===== config.mk =====
export PLATFORM = sky130hd
export DESIGN_NAME = reg_priority_encoder
export DESIGN_NICKNAME = d
export VERILOG_FILES = /design/src/rtl/reg_priority_encoder.sv
export SDC_FILE = /design/constraint.sdc
export NUM_CORES = 1
export LEC_CHECK = 0
export BUFFER_PORTS_ARGS = -buffer_cell sky130_fd_sc_hd__buf_2
export CAP_MARGIN = 40
export CORE_AREA = 2 2 39 41
export DETAILED_ROUTE_END_ITERATION = 16
export DIE_AREA = 0 0 41 43
export PLACE_DENSITY = 0.37
export RECOVER_POWER = 25
export SLEW_MARGIN = 20
export SYNTH_ARGS = -nofsm -noshare
export SYNTH_HDL_FRONTEND = slang
export SYNTH_SLANG_ARGS = --single-unit
export TNS_END_PERCENT = 100

===== constraint.sdc =====
create_clock -name clk -period 0.8 [get_ports clk]
set_clock_uncertainty 0.15 [all_clocks]
set_input_delay 0.16 -clock clk [delete_from_list [all_inputs] [get_ports clk]]
set_output_delay 0.16 -clock clk [all_outputs]
set_load 0.1 [all_outputs]

===== src/rtl/reg_priority_encoder.sv =====
// reg_priority_encoder
//
// Parameterized N-input priority encoder with registered outputs. Reports
// the index of the highest-priority asserted request bit on y and whether
// any request bit is asserted on z. Results appear one clock after w is
// sampled with en high.
//
// Parameters:
//   N         - number of request inputs (2..256, any value)
//   MSB_FIRST - 1: bit N-1 has highest priority, 0: bit 0 has highest priority
//
// Ports:
//   clk - clock, all state updates on the rising edge
//   rst - asynchronous active-high reset, clears y and z immediately
//   en  - sample enable; when low the output registers hold
//   w   - request vector, N bits
//   y   - registered winning index, $clog2(N) bits
//   z   - registered any-request flag
module reg_priority_encoder #(
  parameter int N         = 4,
  parameter bit MSB_FIRST = 1'b1
) (
  input  logic                 clk,
  input  logic                 rst,
  input  logic                 en,
  input  logic [N-1:0]         w,
  output logic [$clog2(N)-1:0] y,
  output logic                 z
);

  localparam int YW = $clog2(N);

  logic [YW-1:0] y_next;
  logic          z_next;

  // The scan order is chosen so that the last hit is the winner: scanning
  // upward leaves the highest set bit, scanning downward leaves the lowest.
  // Since only real bit positions are visited, y_next can never exceed N-1,
  // and with no bit set it keeps its default of zero.
  always_comb begin
    y_next = '0;
    z_next = |w;
    if (MSB_FIRST) begin
      for (int i = 0; i < N; i++) begin
        if (w[i]) y_next = YW'(i);
      end
    end else begin
      for (int i = N - 1; i >= 0; i--) begin
        if (w[i]) y_next = YW'(i);
      end
    end
  end

  // Output registers are the only state; en gates sampling.
  always_ff @(posedge clk or posedge rst) begin
    if (rst) begin
      y <= '0;
      z <= 1'b0;
    end else if (en) begin
      y <= y_next;
      z <= z_next;
    end
  end

endmodule


==> flow_summary.toml <==
[outcome]
outcome = "finished with violations"
failed_checks = "setup timing"

[yosys]
synth_top_family_by_area = "simple AND/OR/NAND/NOR gates"
synth-compound-area-share = 0.140
post_synth_instance_area_sq_um = 125
post_synth_num_cell_types = 6
synth_top_cell_area_share = 0.600
synth.net_count = 21
synth_cells = 14
synth.area.mux_share = 0
ys_ff_latch = 3
post_synth_and_or_nand_nor_area_fraction = 0.200
share_of_the_synthesized_netlist_area_taken_by_xor_and_xnor_gates = 0
synth_seq_area_share = 0.600
synth_warnings = 0
synth_fa_ha_area_frac = 0
synth_area_per_cell_sq_um = 8.94
synth.top_cells.by_area = "sky130_fd_sc_hd__dfrtp_1 60%, sky130_fd_sc_hd__nor2_1 15%, sky130_fd_sc_hd__a31oi_1 10%"
synthDominantAreaCellType = "sky130_fd_sc_hd__dfrtp_1"

[grt]
grt_first_pass_wirelength_um = 593
grt_antenna_before_repair = 0
grt_max_degree = 7
globalRoute.totalOverflow = 0
grt_usage = 0.0574
grt_pass1_vias = 160

[drt]
antenna_left = 0
detail_route.iter0.violations = 4
detail_route.wl_per_cell_um = 8.26
dr.pass1.iters = 4
route.vias.total = 156
postRouteWirelength_um = 388
detail_route.vias_per_cell = 3.32
drc_errors = 0

[floorplan]
die_w_um = 41
die-area_sq_um = 1760
io_pins = 10
start_util = 0.0904
die_y_um = 43
num_rows = 14
core_sq_um = 1380

[finish]
syn2layout_area_growth_pct = 154
nNetsFinal = 39
post-route-cell-area_sq_um = 318
layout_common_cells = "6 x sky130_fd_sc_hd__buf_2, 3 x sky130_fd_sc_hd__clkbuf_4, 3 x sky130_fd_sc_hd__buf_12, 3 x sky130_fd_sc_hd__buf_4, 3 x sky130_fd_sc_hd__dfrtp_4"
area_of_the_multi_input_gates_sq_um = 55.1
post_route_cells_drive_above_1_share = 0.677
final-seq-area_sq_um = 86.3
final_common_cell = "sky130_fd_sc_hd__buf_2"
fill_cells = 147
diodes = 0

[setup_path]
critical_path.top_delay_family = "flip-flops"
cp-startpoint = "y[1]"
worst-setup-path-type = "flip-flop to primary output"
critical_path_data_arrival_time_ps = 880
crit_path_cell_trace = "buf_12"
r2r_start = "y[0]"
critPathCaptureType = "primary output"
critPathMaxStageDelay_ps = 480
critical_path_required_ps = 490
startpoint_type = "flip-flop"
cpMaxStageDelayCell = "sky130_fd_sc_hd__dfrtp_4"
cp_max_fo = 2
buffering_stage_count_on_the_worst_path_with_inverters_included = 1

[power_and_ir_drop]
pwr-share-comb = 0.301
static-leakage-power_nw = 0.142
power.density_cell_area_nw_per_um2 = 2010
sequentialPowerShare = 0.286
netSwitchingFraction = 0.318
internal-power_mw = 0.435
relative_contribution_of_the_clock_network_to_total_power = 0.414
power_switching_mw = 0.203
vdd.ir_drop.worst_mv = 0.335

[clocking]
max-clock-path-buffers = 2
ctsRootBufferMaster = "sky130_fd_sc_hd__clkbuf_4"
numCtsBuffers = 3
clock_latency_ps = 230
tritoncts = "done"
worst_path_clk_slew_ps = 40
cts_htree_levels = 1
clkSinkCount = 3

[timing]
max_freq_mhz = 837
fin_ws_ps = -395
report.final.slew_viol_count = 0
totalNegativeSetupSlack_ps = -1810
slew-limit-headroom = 0.896
finalCriticalPeriod_ps = 1190
setup_viol = 6
timing.final.crit_share = 1.49
grt_setup_unrepaired = "true"
finalHoldViolations = 0
tightestPinTransition_ps = 156

[placement]
gpl.final_weighted_congestion = 0.633
place.port_buffers = 9
placement.setup.worst_slack_ps = -156
place_area_sq_um = 246

[hold_path]
hp-class = "primary input to flip-flop"
hold_start = "w[3]"

[job]
timing.max_cap.violations = 0
[worst reg2reg max path, cell delays in order (launching register included)]
cell and delay (ps):
sky130_fd_sc_hd__dfrtp_4 480, sky130_fd_sc_hd__buf_4 150, sky130_fd_sc_hd__nor2_4 70, sky130_fd_sc_hd__a31oi_1 40
[routing by layer]
| layer | GRT usage | part of all wire | vias up |
|---|---|---|---|
| li1 | - | - | 78 |
| met1 | 0.0617 | 0.41 | 66 |
| met2 | 0.0625 | 0.45 | 12 |
| met3 | 0.0314 | 0.13 | 0 |
| met4 | 0.0800 | 0 | 0 |
| met5 | 0 | 0 | - |
[state kept, by name, indices dropped and copies added, names as in the netlist]
signal and count:
y 2, z 1
[metrics by stage]
stage                     power, mW  hold slack (ps)  utilization  cells
after floorplan               0.274             -236            -     14
after global placement        0.346             -125        0.178     39
after detailed placement      0.349             -122        0.178     39
after CTS                     0.639             28.3        0.213     45
after global routing          0.662             48.5        0.230     47
final                         0.638             36.2        0.230     47
[cells in the mapped netlist]
master and number:
sky130_fd_sc_hd__nand2b_1 1, sky130_fd_sc_hd__inv_1 2, sky130_fd_sc_hd__nor2_1 5, sky130_fd_sc_hd__dfrtp_1 3, sky130_fd_sc_hd__a31oi_1 2, sky130_fd_sc_hd__a21oi_1 1
[power groups by stage]
stage / combinational [mW] / sequential, mW / clock [mW]
final: 0.192 / 0.182 / 0.264
after global routing: 0.201 / 0.183 / 0.278
after CTS: 0.176 / 0.183 / 0.280
after detailed placement: 0.164 / 0.185 / 0
after global placement: 0.162 / 0.184 / 0
after floorplan: 0.0162 / 0.258 / 0
[kinds of logic after synthesis]
family          Yosys count
flops                     3
buf+inv                   2
compound gates            3
simple gates              6
[final cells by class]
cell class,count,area share
repair buffers,13,0.386
flip-flops and latches,3,0.272
multi-input cells,9,0.173
clock buffers,4,0.0827
well taps,16,0.0630
inverters,2,0.0236
[timing repair]
action | in CTS | in global routing
buffers inserted | 1 | 2
hold buffers | 1 | 0
resized for setup | 2 | 2
endpoints found under the hold margin | 3 | 0
endpoints found under the setup margin | 6 | 6
[path summary, 6_finish.rpt]
check | end | slack (ps) | depth (start not counted)
max in group asynchronous | z | 150 | 3
worst min register to register | y[1] | 550 | 3
worst max register to register | y[0] | -220 | 3
worst max-delay path | y[1] | -390 | 1
min in group asynchronous | y[0] | 200 | 3
worst min-delay path | y[0] | 40 | 3
No activity file was read; power rests on OpenSTA's default activity.
